### src/rtl/serial_frame_if.sv
// serial_frame_if: gated serial input stream plus valid/ready parallel output of the frame collector
interface serial_frame_if #(parameter int FRAME_LEN = 10, parameter int CNT_W = 8);
  logic clkEn, serIn, serInValid, dataReady, clrErr;
  logic [FRAME_LEN-1:0] dataOut;
  logic dataValid, frameAbort, overflow, parityErr;
  logic [CNT_W-1:0] frameCnt;
  modport master(output clkEn, serIn, serInValid, dataReady, clrErr,
                 input dataOut, dataValid, frameAbort, overflow, frameCnt, parityErr);
  modport slave(input clkEn, serIn, serInValid, dataReady, clrErr,
                output dataOut, dataValid, frameAbort, overflow, frameCnt, parityErr);
endinterface

### src/rtl/serial_frame_collector.sv
// serial_frame_collector: serial bursts to FRAME_LEN-bit words on a one-entry buffer; define PARITY_CHECK_EN for even-parity flag
module serial_frame_collector #(
  parameter int FRAME_LEN = 10,
  parameter int CNT_W = 8
) (
  input logic clk,
  input logic rst,
  serial_frame_if.slave bus
);
  localparam int BW = $clog2(FRAME_LEN);
  typedef enum logic [1:0] {IDLE = 2'b01, RECV = 2'b10} state_t;
  state_t state;
  logic [BW-1:0] bit_cnt;
  logic [FRAME_LEN-2:0] shift;
  logic [FRAME_LEN-1:0] data_out, word;
  logic data_valid, frame_abort, overflow, parity_err;
  logic [CNT_W-1:0] frame_cnt;
  logic take, last, done, free, load;
  assign take = bus.clkEn & bus.serInValid;
  assign word = {shift, bus.serIn};
  assign last = state == RECV && bit_cnt == BW'(FRAME_LEN - 1);
  assign done = take & last;
  assign free = !data_valid | bus.dataReady;
  assign load = done & free;
  always_ff @(posedge clk) begin
    if (rst) begin
      state <= IDLE;
      bit_cnt <= '0;
      shift <= '0;
      data_out <= '0;
      data_valid <= 1'b0;
      frame_abort <= 1'b0;
      overflow <= 1'b0;
      frame_cnt <= '0;
    end else begin
      frame_abort <= 1'b0;
      if (load) begin
        data_out <= word;
        data_valid <= 1'b1;
        frame_cnt <= frame_cnt + CNT_W'(1);
      end else if (data_valid & bus.dataReady) data_valid <= 1'b0;
      if (done & !free) overflow <= 1'b1;
      else if (bus.clrErr) overflow <= 1'b0;
      if (take) shift <= word[FRAME_LEN-2:0];
      if (bus.clkEn)
        case (state)
          IDLE: if (bus.serInValid) begin
            bit_cnt <= BW'(1);
            state <= RECV;
          end
          RECV: if (!bus.serInValid) begin
            frame_abort <= 1'b1;
            bit_cnt <= '0;
            state <= IDLE;
          end else if (last) begin
            bit_cnt <= '0;
            state <= IDLE;
          end else bit_cnt <= bit_cnt + BW'(1);
          default: begin
            bit_cnt <= '0;
            state <= IDLE;
          end
        endcase
    end
  end
`ifdef PARITY_CHECK_EN
  always_ff @(posedge clk) begin
    if (rst) parity_err <= 1'b0;
    else if (load) parity_err <= ^word;
  end
`else
  assign parity_err = 1'b0;
`endif
  assign bus.dataOut = data_out;
  assign bus.dataValid = data_valid;
  assign bus.frameAbort = frame_abort;
  assign bus.overflow = overflow;
  assign bus.frameCnt = frame_cnt;
  assign bus.parityErr = parity_err;
endmodule

### src/flat_wrapper.sv
// flat-port wrapper written by rule: the top's interface ports become plain ports
module serial_frame_collector_flat 
#(
  parameter int FRAME_LEN = 10,
  parameter int CNT_W = 8
)
  (clk, rst, bus_clkEn, bus_serIn, bus_serInValid, bus_dataReady, bus_clrErr, bus_dataOut, bus_dataValid, bus_frameAbort, bus_overflow, bus_frameCnt, bus_parityErr);
  serial_frame_if #(.FRAME_LEN(FRAME_LEN), .CNT_W(CNT_W)) bus_i ();
  input logic clk;
  input logic rst;
  input wire logic [$bits(bus_i.clkEn)-1:0] bus_clkEn;
  input wire logic [$bits(bus_i.serIn)-1:0] bus_serIn;
  input wire logic [$bits(bus_i.serInValid)-1:0] bus_serInValid;
  input wire logic [$bits(bus_i.dataReady)-1:0] bus_dataReady;
  input wire logic [$bits(bus_i.clrErr)-1:0] bus_clrErr;
  output wire logic [$bits(bus_i.dataOut)-1:0] bus_dataOut;
  output wire logic [$bits(bus_i.dataValid)-1:0] bus_dataValid;
  output wire logic [$bits(bus_i.frameAbort)-1:0] bus_frameAbort;
  output wire logic [$bits(bus_i.overflow)-1:0] bus_overflow;
  output wire logic [$bits(bus_i.frameCnt)-1:0] bus_frameCnt;
  output wire logic [$bits(bus_i.parityErr)-1:0] bus_parityErr;
  assign bus_i.clkEn = bus_clkEn;
  assign bus_i.serIn = bus_serIn;
  assign bus_i.serInValid = bus_serInValid;
  assign bus_i.dataReady = bus_dataReady;
  assign bus_i.clrErr = bus_clrErr;
  assign bus_dataOut = bus_i.dataOut;
  assign bus_dataValid = bus_i.dataValid;
  assign bus_frameAbort = bus_i.frameAbort;
  assign bus_overflow = bus_i.overflow;
  assign bus_frameCnt = bus_i.frameCnt;
  assign bus_parityErr = bus_i.parityErr;
  serial_frame_collector #(.FRAME_LEN(FRAME_LEN), .CNT_W(CNT_W)) u_core (.clk(clk), .rst(rst), .bus(bus_i));
endmodule
### config.mk
export PLATFORM = sky130hd
export DESIGN_NAME = serial_frame_collector_flat
export DESIGN_NICKNAME = d
export VERILOG_FILES = /design/src/rtl/serial_frame_if.sv /design/src/rtl/serial_frame_collector.sv /design/src/flat_wrapper.sv
export SDC_FILE = /design/constraint.sdc
export NUM_CORES = 1
export LEC_CHECK = 0
export ABC_CLOCK_PERIOD_IN_PS = 3220
export CELL_PAD_IN_SITES_DETAIL_PLACEMENT = 1
export CELL_PAD_IN_SITES_GLOBAL_PLACEMENT = 1
export CORE_MARGIN = 3
export CORE_UTILIZATION = 35
export CTS_CLUSTER_DIAMETER = 60
export CTS_CLUSTER_SIZE = 8
export DETAILED_ROUTE_END_ITERATION = 12
export PLACE_DENSITY_LB_ADDON = 0.1
export SLEW_MARGIN = 15
export SYNTH_ARGS = -nofsm -noshare
export SYNTH_HDL_FRONTEND = slang
export SYNTH_SLANG_ARGS = --single-unit
### constraint.sdc
create_clock -name clk -period 3.22 [get_ports clk]
set_clock_uncertainty 0.1 [all_clocks]
set_input_delay 0.805 -clock clk [delete_from_list [all_inputs] [get_ports clk]]
set_output_delay 0.805 -clock clk [all_outputs]
set_load 0.01 [all_outputs]
==> impl_metrics.env <==
export IMPL_finalMaxSlewViolations=0
export IMPL_r2r_setup_slack_ns=1.41
export IMPL_yosys_area_top_type="dfxtp_1"
export IMPL_synth_top_area_share_pct=46.1
export IMPL_hold_class="reg -> reg"
export IMPL_syn_nets=188
export IMPL_cts_resized=0
export IMPL_finalNonFillerCells=254
export IMPL_fp_dieH_um=72.8
export IMPL_routed_wl_mm=3.59
export IMPL_hold_viol=0
export IMPL_min_period_ns=2.32
export IMPL_syn2layout_area_growth_pct=26.2
export IMPL_antennaDiodeCount=0
export IMPL_grt_overflow=0
export IMPL_synth_edf_count=0
export IMPL_leakage_nw=0.684
export IMPL_post_cts_buffers=0
export IMPL_critical_path_arrival_ns=2.39
export IMPL_remaining_drc_errors=0
export IMPL_setup_tns_ns=0
export IMPL_clkTransAtPathRegs_ns=0.08
export IMPL_drive_gt1_share_pct=8.82
export IMPL_via_count=1325
export IMPL_die_area_um2=5310
export IMPL_worst_pin_slew_ns=0.620
export IMPL_initialDrtViolationCount=82
export IMPL_critPathTopFamily="buffers and inverters"
export IMPL_path_buf_inv=2
export IMPL_syn_avg_cell_area_um2=8.89
export IMPL_routabilityCongestion=0.748
export IMPL_wl_per_cell_um=14.1
export IMPL_grt_pass1_wl_mm=6.27
export IMPL_ctsLongestPathBuffers=2
export IMPL_drv_cap=0
export IMPL_critical_path_max_stage_delay_ns=0.66
export IMPL_dp_hpwl_mm=2.57
export IMPL_p_per_area_nw_per_um2=456
export IMPL_nNetsFinal=215
export IMPL_netlist_top_cells_area="dfxtp_1 46%, mux2i_1 7.0%, nand2_1 6.0%"
export IMPL_grt_total_usage_pct=15.2
export IMPL_antenna_found_initial=0
export IMPL_peakVddDrop_mv=0.285
export IMPL_cp_end_kind="flip-flop"
export IMPL_initial_core_util_pct=37.7
export IMPL_r2r_cells=7
export IMPL_synth_seq_cells=36
export IMPL_r2r_end="u_core.bus.dataOut[3]"
export IMPL_viasPerCell=5.22
export IMPL_ant_nets=0
export IMPL_die_x_um=72.8
export IMPL_core_area_um2=4140
export IMPL_crit_fanout=14
export IMPL_fmax_mhz=431
export IMPL_clk_latency_ns=0.29
export IMPL_crit_path_top_delay_cell="clkdlybuf4s50_1"
export IMPL_yosysSeqAreaShare_pct=46.1
export IMPL_crit_end="u_core.bus.dataOut[3]"
export IMPL_first_global_vias=1355
export IMPL_rr_startpoint="u_core.state[0]"
export IMPL_cts_sinks=36
export IMPL_start_kind="primary input"
export IMPL_rsz0062_at_grt="false"
export IMPL_cts_tree="built"
export IMPL_synthArstFlopShare_pct=0
export IMPL_dr_pass1_iters=4
export IMPL_cts_htree_levels=2
export IMPL_criticalPathCategory="in -> reg"
export IMPL_ctsHoldBuffers=0
export IMPL_path_cells="clkdlybuf4s50_1 -> nand3b_4 -> nor3_4 -> buf_4 -> mux2i_1 -> nor2_1"
export IMPL_dp_cells=246
export IMPL_io_buffers=27
export IMPL_cts_buffers=5
export IMPL_cp_depth=6
export IMPL_ys_flop_type="dfxtp_1"
export IMPL_netlist_area_um2=1560
export IMPL_rows=23
export IMPL_grt_max_degree=37
export IMPL_crit_required_ns=3.29
export IMPL_cts_root_buf="clkbuf_8"
export IMPL_status="finished clean"
export IMPL_critPathLaunch="bus_serInValid"
export IMPL_setup_viol=0
export IMPL_yosysWarnings=0
export IMPL_fin_crit_sh_pct=72.0
export IMPL_ys_types=36
export IMPL_synthCells=176
export IMPL_relSlewSlack_pct=58.6
export IMPL_ioPinCount=29
==> logic make-up (layout without fill, tap and decap cells) <==
logic type               Yosys count  after routing  share of synthesized area (%)
AND/OR/NAND/NOR                   75             75                           25.3
flip-flops                        36             36                           46.1
AO/OA/AOI/OAI                     27             27                           10.0
buffers and inverters             17             45                           5.12
multiplexers                      11             11                           7.04
adder cells (fa/ha/maj)            5              5                           4.00
XOR/XNOR                           4              4                           2.24
other                              1              1                          0.240
==> worst reg2reg max path: cells and delay by family (launching register included) <==
family                   cells  cell delay (ns)
adder cells (fa/ha/maj)      1             0.28
buffers and inverters        2             0.35
flip-flops                   1             0.32
multiplexers                 1             0.25
AND/OR/NAND/NOR              3             0.39
==> Yosys cell counts, types with 2 or more instances <==
cell      instances
a31oi_1           2
a21oi_1          15
clkbuf_1          4
nand4_1           2
ha_1              5
buf_4             2
inv_1             8
o21ai_0           3
dfxtp_1          36
nor4_1            2
a31o_2            2
nand3_2           2
nor4b_1           2
a21o_1            2
nand2_1          25
nor3_1            2
mux2i_1          11
xnor2_1           4
and2_1            3
nand3_1           3
nor2_1           23
or3_1             3
nor2b_1           2
==> routing by layer <==
layer | wire (um) | share of wire [%] | GRT usage [%] | up-vias
met3 | 211 | 5.9 | 4.96 | 6
met2 | 1730 | 48 | 25.5 | 30
met4 | 55 | 1.5 | 6.15 | 0
met1 | 1590 | 44 | 17.8 | 644
li1 | - | - | - | 645
met5 | 0 | 0 | 0 | -
==> where the power goes <==
group / switching (mW) / total (mW) / internal (mW) / leakage, nW
logic: 0.0308 / 0.0495 / 0.0186 / 0.340
registers: 0.00470 / 0.455 / 0.450 / 0.291
clock network: 0.166 / 0.395 / 0.229 / 0.0541
total: 0.201 / 0.899 / 0.698 / 0.684
==> state kept, by name, summed over array words and instances (netlist names) <==
| signal | flops |
|---|---|
| u_core.bus.dataOut | 10 |
| u_core.shift | 9 |
| u_core.bus.frameCnt | 8 |
| u_core.bit_cnt | 4 |
| u_core.state | 2 |
| u_core.bus.dataValid | 1 |
| u_core.bus.frameAbort | 1 |
| u_core.bus.overflow | 1 |
==> placed cells by master, fill, tap and decap left out, types with 3 or more instances in the layout <==
| cell type | n |
|---|---|
| dfxtp_1 | 36 |
| clkdlybuf4s50_1 | 27 |
| nand2_1 | 25 |
| nor2_1 | 23 |
| a21oi_1 | 15 |
| mux2i_1 | 11 |
| inv_1 | 8 |
| ha_1 | 5 |
| clkbuf_8 | 5 |
| xnor2_1 | 4 |
| and2_1 | 3 |
| nand3_1 | 3 |
| o21ai_0 | 3 |
| or3_1 | 3 |
==> metrics by stage <==
| stage | hold slack (ns) | worst slack, ns | area (um^2) | utilization [%] | total power, mW |
|---|---|---|---|---|---|
| 3_3_place_gp | 0.351 | 0.692 | 1860 | 44.9 | 0.511 |
| 2_1_floorplan | 0.336 | 1.24 | 1560 | - | 0.496 |
| 3_5_place_dp | 0.367 | 0.573 | 1860 | 44.9 | 0.515 |
| 4_1_cts | 0.377 | 0.892 | 1970 | 47.6 | 0.916 |
| 6_report | 0.372 | 0.901 | 1970 | 47.6 | 0.899 |
| 5_1_grt | 0.389 | 0.810 | 1970 | 47.6 | 0.938 |
==> cell type report <==
cell class                 instances  area, um^2
timing repair buffer              29         285
clock buffer                       5        68.8
multi-input combinational        123         763
fill                             485        2170
sequential                        36         721
tap                               50        62.6
inverter                           8        30.0
clock inverter                     3        42.5
==> worst min-delay path by stage <==
stage / from / endpoint / depth (start not counted)
after floorplan: u_core.shift[8] / u_core.shift[8] / 2
after global placement: u_core.shift[8] / u_core.shift[8] / 2
after detailed placement: u_core.shift[8] / u_core.shift[8] / 2
after CTS: u_core.shift[2] / u_core.shift[3] / 2
after global routing: u_core.shift[8] / u_core.shift[8] / 2
final: u_core.shift[8] / u_core.shift[8] / 2
Note: power is estimated with default switching activity, not from simulation.
